===== config.mk =====
export PLATFORM = sky130hd
export DESIGN_NAME = dff_pipeline_bank
export DESIGN_NICKNAME = d
export VERILOG_FILES = /design/src/rtl/dff_pipeline_bank.sv
export SDC_FILE = /design/constraint.sdc
export NUM_CORES = 1
export LEC_CHECK = 0
export ABC_AREA = 1
export BUFFER_PORTS_ARGS = -buffer_cell sky130_fd_sc_hd__buf_2
export CORE_ASPECT_RATIO = 0.9
export CORE_UTILIZATION = 60
export DETAILED_ROUTE_END_ITERATION = 6
export MAX_ROUTING_LAYER = met4
export PLACE_DENSITY = 0.91
export SLEW_MARGIN = 20
export SYNTH_ARGS = -nofsm -noshare
export SYNTH_HDL_FRONTEND = slang
export SYNTH_SLANG_ARGS = --single-unit

===== constraint.sdc =====
create_clock -name clk -period 2.31 [get_ports clk]
set_input_delay 0.462 -clock clk [delete_from_list [all_inputs] [get_ports clk]]
set_output_delay 0.462 -clock clk [all_outputs]
set_load 0.005 [all_outputs]

===== src/rtl/dff_pipeline_bank.sv =====
// WIDTH x DEPTH register pipeline with per-stage valid, stall, synchronous flush and occupancy count.
// Define DFF_PIPE_TAPS_EN to expose every stage's data on the taps port.
module dff_pipeline_bank #(
  parameter int              WIDTH       = 8,
  parameter int              DEPTH       = 4,
  parameter logic [WIDTH-1:0] RESET_VALUE = '0
) (
  input  logic                         clk,
  input  logic                         async_reset_n,
  input  logic                         en,
  input  logic                         sync_clear,
  input  logic [WIDTH-1:0]             d,
  input  logic                         d_valid,
  output logic [WIDTH-1:0]             q,
  output logic                         q_valid,
  output logic [$clog2(DEPTH+1)-1:0]   occupancy
`ifdef DFF_PIPE_TAPS_EN
  ,
  output logic [WIDTH*DEPTH-1:0]       taps
`endif
);

  localparam int OCC_W = $clog2(DEPTH + 1);

  logic [WIDTH-1:0] data_p   [DEPTH];
  logic [DEPTH-1:0] vld_p;
  logic [WIDTH-1:0] data_nxt [DEPTH];
  logic [DEPTH-1:0] vld_nxt;

  function automatic logic [OCC_W-1:0] popcount(input logic [DEPTH-1:0] v);
    logic [OCC_W-1:0] c;
    c = '0;
    for (int i = 0; i < DEPTH; i++) c = c + OCC_W'(v[i]);
    return c;
  endfunction

  // Invalid stages are loaded with RESET_VALUE so a bubble never carries stale data.
  always_comb begin
    data_nxt = data_p;
    vld_nxt  = vld_p;
    if (sync_clear) begin
      for (int i = 0; i < DEPTH; i++) data_nxt[i] = RESET_VALUE;
      vld_nxt = '0;
    end else if (en) begin
      for (int i = DEPTH - 1; i > 0; i--) begin
        data_nxt[i] = data_p[i-1];
        vld_nxt[i]  = vld_p[i-1];
      end
      data_nxt[0] = d_valid ? d : RESET_VALUE;
      vld_nxt[0]  = d_valid;
    end
  end

  // Stage registers; occupancy is computed from the next valid vector so it tracks the same edge.
  always_ff @(posedge clk or negedge async_reset_n) begin
    if (!async_reset_n) begin
      for (int i = 0; i < DEPTH; i++) data_p[i] <= RESET_VALUE;
      vld_p     <= '0;
      occupancy <= '0;
    end else begin
      data_p    <= data_nxt;
      vld_p     <= vld_nxt;
      occupancy <= popcount(vld_nxt);
    end
  end

  assign q       = data_p[DEPTH-1];
  assign q_valid = vld_p[DEPTH-1];

`ifdef DFF_PIPE_TAPS_EN
  for (genvar g = 0; g < DEPTH; g++) begin : g_taps
    assign taps[WIDTH*g +: WIDTH] = data_p[g];
  end
`endif

endmodule


* Yosys cells after proc, flatten, opt, wreduce, memory -nomap -nowiden
Index checks and enable logic that the tools add are counted.
Cells by class: add/subtract/negate cells 3, multiplexer cells 5, reduce and logical (&&, ||, !) cells 1
Operators by type and width (number):
- 32-bit two-way mux | 2
- 4-bit two-way mux | 2
- 8-bit two-way mux | 1
- 2-bit by 1-bit adder with 3-bit output | 1
- 3-bit by 1-bit adder with 3-bit output | 1
- 1-bit by 1-bit adder with 2-bit output | 1
- 2-bit nonzero test | 1
Storage, ports and cells: bits in registers 39, input port bits 13, output and inout bits 12, word-level logic and storage cells 15

* Logic depth before layout (Yosys ltp)
depth in word-level cells 5, mapped depth 8, gate-level depth less buffers 7

* Worst setup path before layout
OpenSTA, ideal clock, no wires.
path type in2reg, start point in sync_clear, end point reg occupancy[1], arrival time 1784 ps, slack 400 ps, stages 7, buffers on the path 1, cell sequence nor2_4 -> buf_6 -> nand2_1 -> nand2_1 -> fa_1 -> ha_1 -> ha_1
On the way: word-level cells in the longest chain between the ends 4
RTL lines:
- start, declared | line 11 | input logic sync_clear,
- 4-bit two-way mux | line 41 | if (sync_clear) begin
- named net vld_nxt[1] | line 28 | logic [DEPTH-1:0] vld_nxt;
- 1-bit by 1-bit adder with 2-bit output | line 33 | for (int i = 0; i < DEPTH; i++) c = c + OCC_W'(v[i]);
- 2-bit by 1-bit adder with 3-bit output | line 33
- 3-bit by 1-bit adder with 3-bit output | line 33
- end signal, assigned | line 63 | occupancy <= popcount(vld_nxt);
- end, declared | line 16 | output logic [$clog2(DEPTH+1)-1:0] occupancy
The timed path passes the listed nets, and every way through them passes these cells. A chain may end at the register's enable or synchronous reset.

* Worst setup path in the final report
start point in en, end point reg occupancy[1]
On the way: word-level cells in the longest chain between the ends 5
RTL lines:
- start, declared | line 10 | input logic en,
- 4-bit two-way mux | line 44 | end else if (en) begin
- 4-bit two-way mux | line 41
- named net vld_nxt[0] | line 28
- 1-bit by 1-bit adder with 2-bit output | line 33
- 2-bit by 1-bit adder with 3-bit output | line 33
- 3-bit by 1-bit adder with 3-bit output | line 33
The timed path passes the listed nets, and every way through them passes these cells.

==> flow_summary.json <==
{
  "run_status": "completed",
  "gp_routability_congestion": 0.759,
  "syn_to_final_growth_pct": 7.51,
  "finalMaxSlewViolations": 0,
  "clockBufferDepth": 2,
  "overflow": 0,
  "placed_cells": 239,
  "floorplan.initialDensity": 0.629,
  "worst_hold_slack_ns": 0.192,
  "fp.dieH_microns": 52.7,
  "route.antenna.remaining_nets": 0,
  "yosys.area.top_type_share": 0.569,
  "setup-violations-final": 0,
  "ordered_cell_list_for_the_critical_path": "buf_2, inv_2, nor2_4, nand2_1, nand2_1, fa_1, ha_1, ha_1",
  "wl_mm": 2.63,
  "largest_net_degree_at_the_start_of_global_routing": 40,
  "nets_final": 222,
  "place_worst_setup_slack_ns": 0.266,
  "place.port_buffers": 24,
  "average_size_of_a_mapped_cell_sq_um": 9.17,
  "vias_per_cell": 4.80,
  "tritoncts": "yes",
  "synth.cell_area_sq_um": 1720,
  "cts.repair_timing.setup_buffer_count": 0,
  "unrepaired_setup_endpoints_after_global_routing": "false",
  "ys_types": 13,
  "synthesis_stage_register_bit_count": 39,
  "max_clock_skew_ns": 0.00114,
  "clock_tree.htree_level_count": 2,
  "critical_path.top_delay_family": "adder cells",
  "crit_path_top_delay_cell": "sky130_fd_sc_hd__fa_1",
  "path_clk_slew_ns": 0.11,
  "slew_worst_pin_ns": 0.815,
  "pin_count": 25,
  "grt.total_usage": 0.222,
  "dr.pass1.iters": 4,
  "synth.net_count": 203,
  "setup-tns-final_ns": 0,
  "cpPeakStageDelay_ns": 0.41,
  "antenna_found_initial": 0,
  "finalInstanceArea_sq_um": 1840,
  "max-vdd-ir-drop_mv": 0.402,
  "grt_first_pass_wirelength_mm": 4.71,
  "critical_path.n_buffers_inverters": 2,
  "dieWidth_microns": 58.4,
  "min_period_ns": 1.67,
  "hold_violations": 0,
  "timing.critical_path.arrival_ns": 1.91,
  "max_capacitance_violation_total": 0,
  "die-area_sq_um": 3080,
  "antenna-diode-count": 0,
  "clkSinkCount": 39,
  "post-synth-top-area-cell": "sky130_fd_sc_hd__dfrtp_1",
  "tritoncts.num_buffers": 5,
  "max_freq_ghz": 0.598,
  "leak_pwr_uw": 0.00114,
  "drc_errors": 0,
  "cts_hold_repair.buffers": 0,
  "wire_length_per_cell_microns": 10.7,
  "netlist_top_cells_area": "sky130_fd_sc_hd__dfrtp_1, sky130_fd_sc_hd__nand2_1, sky130_fd_sc_hd__nand3_1",
  "core_sq_um": 2730,
  "crit_fanout": 15,
  "cts-root-buf": "sky130_fd_sc_hd__clkbuf_4",
  "postLayoutSetupSlackWorst_ns": 0.638,
  "post_cts.resized_instances": 0,
  "ys_seq_area_frac": 0.569,
  "post_synth_inst_count": 187,
  "core.rowCount": 18,
  "start_kind": "input pin",
  "detail_route.iter0.violations": 41,
  "drive_gt1_frac": 0.217,
  "n_fill_cell": 226,
  "first_global_vias": 1113,
  "clock_insertion_delay_worst_skew_ns": 0.34,
  "dp_hpwl_mm": 1.80,
  "setup_crit_path_kind": "input pin to register",
  "post-route-period-util": 0.724,
  "critical_path.endpoint_type": "register",
  "worst_hold_path_type": "input pin to asynchronous set/reset pin",
  "cellPowerDensity_nw_per_um2": 638,
  "place_area_sq_um": 1780,
  "timing.max_slew.rel_slack": 0.456,
  "worst-endpoint-required_ns": 2.55,
  "synthesis.yosys.warnings": 0,
  "instances_no_fill": 247,
  "dr_vias": 1186
}
worst reg2reg max path, stage by stage, from the launching register on:
cell and delay, ns:
sky130_fd_sc_hd__dfrtp_1 0.40, sky130_fd_sc_hd__nand3_1 0.08, sky130_fd_sc_hd__nand2_1 0.09, sky130_fd_sc_hd__fa_1 0.47, sky130_fd_sc_hd__ha_1 0.20, sky130_fd_sc_hd__ha_1 0.26
state kept, by name, summed over array words and instances (netlist names):
register / count
data_p: 24
q: 8
vld_p: 4
occupancy: 3
synthesized netlist by cell type:
cell,number
sky130_fd_sc_hd__buf_2,1
sky130_fd_sc_hd__buf_4,10
sky130_fd_sc_hd__buf_6,6
sky130_fd_sc_hd__dfrtp_1,39
sky130_fd_sc_hd__fa_1,1
sky130_fd_sc_hd__ha_1,2
sky130_fd_sc_hd__inv_1,8
sky130_fd_sc_hd__inv_2,2
sky130_fd_sc_hd__nand2_1,86
sky130_fd_sc_hd__nand2_2,3
sky130_fd_sc_hd__nand3_1,25
sky130_fd_sc_hd__nand3_2,2
sky130_fd_sc_hd__nor2_4,2
per-layer routing:
| layer | GRT usage | routed length, microns | up-vias |
|---|---|---|---|
| met2 | 0.352 | 1240 | 35 |
| met5 | - | 0 | - |
| met4 | 0.131 | 73 | 0 |
| met3 | 0.0444 | 114 | 7 |
| li1 | - | - | 604 |
| met1 | 0.266 | 1210 | 540 |
report_power, final:
part / switching, uW / internal, uW
combinational: 58.0 / 26.9
clock: 210 / 179
sequential: 7.25 / 696
cells in the final DEF (no fill, tap or decap):
cell type                  netlist  layout
sky130_fd_sc_hd__inv_1           8       8
sky130_fd_sc_hd__buf_2           1      24
sky130_fd_sc_hd__nand2_1        86      86
sky130_fd_sc_hd__dfrtp_1        39      39
sky130_fd_sc_hd__inv_2           2       2
sky130_fd_sc_hd__nand2_2         3       3
sky130_fd_sc_hd__clkbuf_4        0       5
sky130_fd_sc_hd__ha_1            2       2
sky130_fd_sc_hd__clkbuf_8        0       2
sky130_fd_sc_hd__clkbuf_1        0       1
sky130_fd_sc_hd__fa_1            1       1
sky130_fd_sc_hd__buf_4          10       5
sky130_fd_sc_hd__nand3_2         2       2
sky130_fd_sc_hd__nor2_4          2       2
sky130_fd_sc_hd__nand3_1        25      25
worst paths after layout:
kind,slack [ns],cells after the start,endpoint,from
min in group clk,0.39,5,data_p[29],d[5]
hold / removal,0.19,1,q[0],async_reset_n
max in group asynchronous,1.60,1,q[5],async_reset_n
setup reg to reg,0.70,5,occupancy[1],vld_p[0]
setup / recovery,0.64,8,occupancy[1],en
hold reg to reg,0.47,2,q[4],q[4]
kinds of logic after synthesis:
family / after synthesis / share of synthesized area
adder cells (fa/ha/maj): 3 / 0.0263
buffers and inverters: 27 / 0.108
AND/OR/NAND/NOR: 118 / 0.297
flip-flops: 39 / 0.569
cell type report:
cell class,instances,area (sq um),share of cell area
Timing Repair Buffer,29,158,0.0855
Multi-Input combinational cell,121,554,0.301
Sequential cell,39,976,0.529
Clock buffer,8,68.8,0.0373
Tap cell,40,50.0,0.0271
Inverter,10,37.5,0.0204
metrics by stage:
| step | util | total power [uW] |
|---|---|---|
| finish | 0.677 | 1180 |
| global route | 0.677 | 1230 |
| CTS | 0.677 | 1200 |
| detailed placement | 0.652 | 803 |
| global placement | 0.652 | 799 |
| floorplan | - | 772 |
No activity file was read; power rests on OpenSTA's default activity.
